[config.mk]
export PLATFORM = sky130hd
export DESIGN_NAME = axi_rd_master_burst
export DESIGN_NICKNAME = d
export VERILOG_FILES = /design/src/rtl/axi_rd_master_burst.sv
export SDC_FILE = /design/constraint.sdc
export NUM_CORES = 1
export LEC_CHECK = 0
export BUFFER_PORTS_ARGS = -buffer_cell sky130_fd_sc_hd__buf_2
export CAP_MARGIN = 25
export CORE_AREA = 2 2 324 326
export CTS_BUF_LIST = sky130_fd_sc_hd__clkbuf_16
export CTS_CLUSTER_DIAMETER = 200
export DETAILED_ROUTE_END_ITERATION = 7
export DIE_AREA = 0 0 326 328
export GPL_TIMING_DRIVEN = 0
export PLACE_DENSITY = 0.45
export SLEW_MARGIN = 20
export SYNTH_ARGS = -nofsm -noshare
export SYNTH_HDL_FRONTEND = slang
export SYNTH_SLANG_ARGS = --single-unit
export TNS_END_PERCENT = 30
[constraint.sdc]
create_clock -name clk -period 8.27 [get_ports clk]
set_input_delay 2.0675 -clock clk [delete_from_list [all_inputs] [get_ports clk]]
set_output_delay 2.0675 -clock clk [all_outputs]
set_load 0.03 [all_outputs]
[src/rtl/axi_rd_master_burst.sv]
// AXI4 read master issuing one INCR burst per request.
//
// Accepts a single CPU/cache read request, issues one AR burst of 1..MAX_BEATS beats,
// gathers every R beat into a line buffer and presents a held response. For single-beat
// requests the datum is also right-aligned and zero- or sign-extended.
//
// Ports:
//   clk, reset_n          clock, synchronous active-low reset
//   req_*_i / req_ready_o request channel (one outstanding request)
//   rsp_*_o / rsp_ready_i response channel, held until accepted
//   ar*_o / arready_i     AXI read address channel
//   r*_i / rready_o       AXI read data channel
module axi_rd_master_burst #(
  parameter int unsigned DATA_W    = 64,
  parameter int unsigned ADDR_W    = 64,
  parameter int unsigned ID_W      = 4,
  parameter int unsigned MAX_BEATS = 8
) (
  input  logic                          clk,
  input  logic                          reset_n,
  // Request
  input  logic                          req_valid_i,
  output logic                          req_ready_o,
  input  logic [ADDR_W-1:0]             req_addr_i,
  input  logic [ID_W-1:0]               req_id_i,
  input  logic [7:0]                    req_len_i,
  input  logic [2:0]                    req_size_i,
  input  logic                          req_signed_i,
  // Response
  output logic                          rsp_valid_o,
  input  logic                          rsp_ready_i,
  output logic [DATA_W-1:0]             rsp_data_o,
  output logic [MAX_BEATS*DATA_W-1:0]   rsp_line_o,
  output logic [1:0]                    rsp_resp_o,
  output logic                          rsp_err_o,
  // AXI AR
  output logic                          arvalid_o,
  input  logic                          arready_i,
  output logic [ID_W-1:0]               arid_o,
  output logic [ADDR_W-1:0]             araddr_o,
  output logic [7:0]                    arlen_o,
  output logic [2:0]                    arsize_o,
  output logic [1:0]                    arburst_o,
  // AXI R
  input  logic                          rvalid_i,
  output logic                          rready_o,
  input  logic [ID_W-1:0]               rid_i,
  input  logic [DATA_W-1:0]             rdata_i,
  input  logic [1:0]                    rresp_i,
  input  logic                          rlast_i
);

  localparam int unsigned Bytes = DATA_W / 8;
  localparam int unsigned OffW  = $clog2(Bytes);
  localparam int unsigned CntW  = $clog2(MAX_BEATS + 1);

  localparam logic [2:0]      BusSize = 3'(OffW);
  localparam logic [7:0]      MaxLen  = 8'(MAX_BEATS - 1);
  localparam logic [CntW-1:0] CntMax  = CntW'(MAX_BEATS);

  typedef enum logic [1:0] {StIdle, StAddr, StData, StResp} state_e;

  state_e state_q, state_d;

  logic [ADDR_W-1:0]                 addr_q, addr_d;
  logic [ID_W-1:0]                   id_q, id_d;
  logic [7:0]                        arlen_q, arlen_d;
  logic [2:0]                        arsize_q, arsize_d;
  logic [2:0]                        size_q, size_d;
  logic                              signed_q, signed_d;
  logic                              burst_q, burst_d;
  logic [CntW-1:0]                   cnt_q, cnt_d;
  logic [MAX_BEATS-1:0][DATA_W-1:0]  line_q, line_d;
  logic [1:0]                        resp_q, resp_d;
  logic                              err_q, err_d;

  logic [31:0]                       span;
  logic [7:0]                        beat_idx;

  // ---------------------------------------------------------------------------
  // FSM: state register
  // ---------------------------------------------------------------------------
  always_ff @(posedge clk) begin
    if (!reset_n) begin
      state_q <= StIdle;
    end else begin
      state_q <= state_d;
    end
  end

  // FSM: next state
  always_comb begin
    state_d = state_q;
    unique case (state_q)
      StIdle: if (req_valid_i)           state_d = StAddr;
      StAddr: if (arready_i)             state_d = StData;
      StData: if (rvalid_i && rlast_i)   state_d = StResp;
      StResp: if (rsp_ready_i)           state_d = StIdle;
      default:                           state_d = StIdle;
    endcase
  end

  // FSM: outputs
  always_comb begin
    req_ready_o = (state_q == StIdle);
    arvalid_o   = (state_q == StAddr);
    rready_o    = (state_q == StData);
    rsp_valid_o = (state_q == StResp);
    arburst_o   = (state_q == StAddr) ? 2'b01 : 2'b00;
  end

  // ---------------------------------------------------------------------------
  // Datapath
  // ---------------------------------------------------------------------------
  // Bytes touched by a single-beat access measured from the start of the bus word.
  assign span     = 32'(req_addr_i[OffW-1:0]) + (32'd1 << req_size_i);
  assign beat_idx = 8'(cnt_q);

  always_comb begin
    addr_d   = addr_q;
    id_d     = id_q;
    arlen_d  = arlen_q;
    arsize_d = arsize_q;
    size_d   = size_q;
    signed_d = signed_q;
    burst_d  = burst_q;
    cnt_d    = cnt_q;
    line_d   = line_q;
    resp_d   = resp_q;
    err_d    = err_q;

    if (state_q == StIdle && req_valid_i) begin
      addr_d   = req_addr_i;
      id_d     = req_id_i;
      size_d   = req_size_i;
      signed_d = req_signed_i;
      burst_d  = (req_len_i != 8'd0);
      arlen_d  = (32'(req_len_i) >= MAX_BEATS) ? MaxLen : req_len_i;
      arsize_d = (req_len_i != 8'd0) ? BusSize : req_size_i;
      cnt_d    = '0;
      resp_d   = 2'b00;
      err_d    = (32'(req_len_i) >= MAX_BEATS) ||
                 ((req_len_i == 8'd0) && (span > 32'(Bytes)));
    end

    if (state_q == StData && rvalid_i) begin
      // Beats beyond the buffer depth are dropped but still checked.
      for (int unsigned k = 0; k < MAX_BEATS; k++) begin
        if (cnt_q == CntW'(k)) line_d[k] = rdata_i;
      end
      if (cnt_q < CntMax) cnt_d = cnt_q + 1'b1;
      if (rresp_i > resp_q) resp_d = rresp_i;
      if (rid_i != id_q) err_d = 1'b1;
      if (rlast_i && (beat_idx != arlen_q)) err_d = 1'b1;
      if (!rlast_i && (beat_idx > arlen_q)) err_d = 1'b1;
    end
  end

  always_ff @(posedge clk) begin
    if (!reset_n) begin
      addr_q   <= '0;
      id_q     <= '0;
      arlen_q  <= '0;
      arsize_q <= '0;
      size_q   <= '0;
      signed_q <= 1'b0;
      burst_q  <= 1'b0;
      cnt_q    <= '0;
      line_q   <= '0;
      resp_q   <= '0;
      err_q    <= 1'b0;
    end else begin
      addr_q   <= addr_d;
      id_q     <= id_d;
      arlen_q  <= arlen_d;
      arsize_q <= arsize_d;
      size_q   <= size_d;
      signed_q <= signed_d;
      burst_q  <= burst_d;
      cnt_q    <= cnt_d;
      line_q   <= line_d;
      resp_q   <= resp_d;
      err_q    <= err_d;
    end
  end

  // AR channel driven straight from captured request fields so they stay stable while stalled.
  assign arid_o   = id_q;
  assign araddr_o = {addr_q[ADDR_W-1:OffW], {OffW{1'b0}}};
  assign arlen_o  = arlen_q;
  assign arsize_o = arsize_q;

  assign rsp_line_o = line_q;
  assign rsp_resp_o = resp_q;
  assign rsp_err_o  = err_q;

  // ---------------------------------------------------------------------------
  // Single-beat extraction from beat 0
  // ---------------------------------------------------------------------------
  logic [DATA_W-1:0] shifted;
  logic [DATA_W-1:0] top_bit;
  int unsigned       nbits;
  logic              sign;

  always_comb begin
    shifted = line_q[0] >> {addr_q[OffW-1:0], 3'b000};
    // Accesses wider than the bus keep only the in-word bytes.
    nbits   = (32'(size_q) >= OffW) ? DATA_W : (32'd8 << size_q);
    top_bit = {{(DATA_W-1){1'b0}}, 1'b1} << (nbits - 1);
    sign    = signed_q && ((shifted & top_bit) != '0);
    rsp_data_o = line_q[0];
    if (!burst_q) begin
      for (int unsigned i = 0; i < DATA_W; i++) begin
        rsp_data_o[i] = (i < nbits) ? shifted[i] : sign;
      end
    end
  end

endmodule

==> out/qor.csv <==
stage;metric;value;unit
layout;Filler Cell Count;11183;
yosys;number of register bits inferred by synthesis;605;
yosys;post-synthesis cell type count;60;
floorplan;Die Footprint;106900;µm²
critical_path;top cell family by delay on the critical path;buffers and inverters;
cts;hold-fix buffer count after cts;0;
yosys;Avg Synthesized Cell Area;8.125;µm²
placement;Placed Cells;5361;
placement;Final HPWL DP;105300;µm
critical_path;highest net fanout along the worst path;10;
critical_path;end of the worst register-to-register path;rsp_line_o[233]$_SDFFE_PN0P_;
flow_run;Maximum Capacitance Violations;0;
yosys;warning count from the yosys run;0;
critical_path;crit path buf inv count;6;
critical_path;slack of the worst reg-to-reg path;4680;ps
cts;CTS max path bufs;3;
global_route;global router's overall resource usage;0.2487;
worst_hold_path;cell depth of the worst min-delay path;2;
floorplan;core area;103200;µm²
layout;Cell Count, Final, Fillers Out;5497;
cts;clock buffer count from CTS;77;
worst_hold_path;worst hold endpoint;rsp_line_o[424]$_SDFFE_PN0P_;
global_route;maximum number of pins on one net before global-route repair;13;
timing;worst-case clock skew;29.46;ps
cts;depth of the CTS H-tree;3;
yosys;netlist area before placement;26160;µm²
yosys;xor/xnor cell area share of the yosys netlist;0.001339;
timing;Tmin final;5988;ps
worst_hold_path;Hold Path Class;flop to flop;
critical_path;Data arrival, critical path;3920;ps
timing;setup total negative slack;0;ps
critical_path;cell repeated most along the worst path;sky130_fd_sc_hd__clkbuf_1;
floorplan;die boundary height;328;µm
cts;clock tree from TritonCTS;done;
placement;Worst Setup Slack post-DPL;3008;ps
critical_path;Data required, critical path;6200;ps
yosys;primary flip-flop cell chosen by synthesis mapping;sky130_fd_sc_hd__dfxtp_1;
critical_path;number of cell instances on the worst register-to-register path;11;
route;per-cell routed wire length;25.27;µm
yosys;Post-synth ARST share;0;
critical_path;sequence of cells on the critical path;buf_6, buf_2, clkbuf_1, clkbuf_1, clkbuf_1, a211oi_1, o21ai_0, nand2_1, buf_2;
timing;final-report setup violation count;0;
floorplan;number of rows in the core area;118;
power;leakage power summed over all cells;0.01430;µW
critical_path;Worst R2R Start;state_q[0]$_SDFFE_PN0P_;
cts;number of sinks driven by the clock tree;605;
critical_path;type of element capturing the critical path;primary output;
timing;RSZ-0062 raised after global routing;false;
timing;setup slack of the critical path after layout;2282;ps
critical_path;critical path startpoint category;flop;
yosys;fraction of the mapped netlist area in simple logic gates;0.2027;
route;Via density;4.682;
yosys;adder-cell share of the synthesized area;0.009376;
yosys;compound-gate portion of the synthesized area;0.2112;
worst_hold_path;startpoint of the tightest hold check path;rsp_line_o[424]$_SDFFE_PN0P_;
cts;number of gates given a new drive strength after cts;0;
route;DR iter-0 viols;1791;
critical_path;biggest cell delay along the critical path;640;ps
route;Routed WL;138900;µm
layout;final net count;4236;
power;power per standard cell area;246.0;nW/µm²
critical_path;critical path's slowest cell;sky130_fd_sc_hd__clkbuf_1;
global_route;GRT overflow;0;
timing;Period Utilization, post-route;0.7241;
floorplan;starting utilization of the core area;0.2534;
yosys;multiplexer fraction of the synthesized cell area;0.03588;
layout;Area Overhead vs Synth;30.95;%
timing;Worst slew margin;0.3119;
route;first-pass iteration count of the detailed router;5;
yosys;post-synthesis cell type with the largest combined area;sky130_fd_sc_hd__dfxtp_1;
timing;actual transition at the worst max-transition pin;1030;ps
cts;# Post-CTS Setup Buffers;0;
cts;CTS root buffer;sky130_fd_sc_hd__clkbuf_16;
route;# DRC;0;
global_route;global-route wire length before repair;188900;µm
timing;Final Hold Vio Count;0;
yosys;largest cells by area after synthesis;sky130_fd_sc_hd__dfxtp_1 46%, sky130_fd_sc_hd__nand2_1 18%, sky130_fd_sc_hd__a21boi_0 17%;
cts;clock latency on the worst-skew pair;670;ps
power;VDD IR max;130.6;µV
layout;share of post-route cells with drive strength above 1;0.2586;
yosys;cell count after synthesis;3219;
yosys;portion of synthesized cell area occupied by the leading cell type;0.4631;
route;routed vias;25735;
global_route;number of antenna violations at the first check in global routing;13;
route;Routed Antenna Nets;0;
timing;final count of pins violating max slew;0;
yosys;register area share after synthesis;0.4631;
yosys;largest family of logic cells by synthesized area;compound AO/OA/AOI/OAI gates;
global_route;via count of the first global-routing pass;24212;
status;status;finished clean;
placement;number of buffer cells added on primary ports;749;
cts;clock transition at the register clock pins on the worst setup and hold paths after CTS;50;ps
floorplan;overall die width;326;µm
placement;weighted congestion at the end of routability-driven global placement;0.8914;
critical_path;category of the critical setup timing path;flop to primary output;
yosys;number of enable-type register cells in the synthesized netlist;0;
timing;fmax;167.0;MHz
floorplan;top-level I/O count;821;
-- worst min-delay path: stages, from the launching register on --
cell	delay (ps)
sky130_fd_sc_hd__dfxtp_1	300
sky130_fd_sc_hd__nand2_1	40
sky130_fd_sc_hd__a21boi_0	60
-- synthesized netlist by cell type (all sizes together) (3+ instances only) --
cell type / n
o21ai: 53
nand2b: 3
inv: 24
dfxtp: 605
o31ai: 4
a21oi: 59
o211ai: 4
o221a: 5
a211oi: 5
nor2: 64
nor3: 5
nand3: 4
buf: 184
ha: 18
o221ai: 8
or3: 3
nor2b: 20
mux2: 8
or2: 5
mux4: 19
a21boi: 585
o21a: 4
mux2i: 42
xnor2: 4
o22a: 16
and2: 8
nand4: 3
clkbuf: 181
a21o: 9
and3: 11
nand2: 1232
-- cells by family (layout without fill, tap and decap cells) --
group / Yosys count / count (layout)
other: 2 / 8
muxes: 69 / 69
buffers and inverters: 390 / 1282
adders and majority gates: 19 / 19
AOI/OAI and AO/OA: 765 / 765
DFF: 605 / 605
and+or+nand+nor: 1365 / 1365
xor gates and xnor gates: 4 / 4
-- cell type report --
class	count	area, µm²	share of cell area
clock inverters	57	483.0	0.01410
inverters	25	93.84	0.002740
plain buffers	365	1909	0.05575
multi-input cells	2228	12070	0.3525
well taps	1380	1727	0.05041
diodes	2	5.005	0.0001461
clock buffers	77	1927	0.05626
flip-flops and latches	605	12110	0.3536
repair buffers	758	3920	0.1145
-- layout by cell type, fill, tap and decap left out, drive strengths merged, types with 4 or more instances in the layout --
cell type,count
nand2,1232
buf,942
dfxtp,605
a21boi,585
clkbuf,258
nor2,64
a21oi,59
o21ai,53
mux2i,42
inv,40
clkinv,34
nor2b,20
mux4,19
ha,18
o22a,16
and3,11
a21o,9
mux2,8
o221ai,8
and2,8
conb,6
nor3,5
a211oi,5
o221a,5
or2,5
nand3,4
o21a,4
o31ai,4
o211ai,4
xnor2,4
clkinvlp,4
bufinv,4
-- sequential cells by signal (all words and copies together), names as in the netlist --
signal and count:
arid_o 4, burst_q 1, cnt_q 4, rsp_line_o 512
arlen_o 8, rsp_err_o 1, size_q 3, arsize_o 3
rsp_resp_o 2, state_q 2, addr_q 64, signed_q 1
-- where the power goes --
part	internal (µW)	leakage, µW	switching [µW]
logic	563	0.00820	1360
registers	3030	0.00489	187
clock network	1840	0.00121	1450
-- metrics by stage --
| step | utilization | total power (µW) | area, µm² | hold slack, ps |
|---|---|---|---|---|
| floorplan | - | 4390 | 26170 | 443.8 |
| global placement | 0.3066 | 5200 | 31650 | 447.1 |
| detailed placement | 0.3085 | 5204 | 31840 | 453.3 |
| CTS | 0.3318 | 8505 | 34250 | 460.8 |
| global route | 0.3319 | 8749 | 34250 | 472.0 |
| finish | 0.3319 | 8427 | 34250 | 457.5 |
-- layer usage --
metal | vias up | part of all wire | track usage
met3 | 218 | 0.090 | 0.08496
met1 | 12353 | 0.40 | 0.2992
li1 | 12108 | - | -
met2 | 1056 | 0.47 | 0.4082
met5 | - | 0 | 0
met4 | 0 | 0.040 | 0.09517
-- how the worst max path moves through the flow --
stage                            from             end  slack (ps)  cells after the start
4_1_cts        addr_q[0]$_SDFFE_PN0P_  rsp_data_o[50]        2280                      8
3_3_place_gp   size_q[0]$_SDFFE_PN0P_  rsp_data_o[50]        2930                      8
2_1_floorplan  addr_q[0]$_SDFFE_PN0P_  rsp_data_o[23]        3680                      9
6_report       addr_q[0]$_SDFFE_PN0P_  rsp_data_o[39]        2280                      9
5_1_grt        addr_q[0]$_SDFFE_PN0P_  rsp_data_o[39]        2040                      9
3_5_place_dp   addr_q[0]$_SDFFE_PN0P_  rsp_data_o[50]        3010                      8
Power figures use the tool's default switching activity.
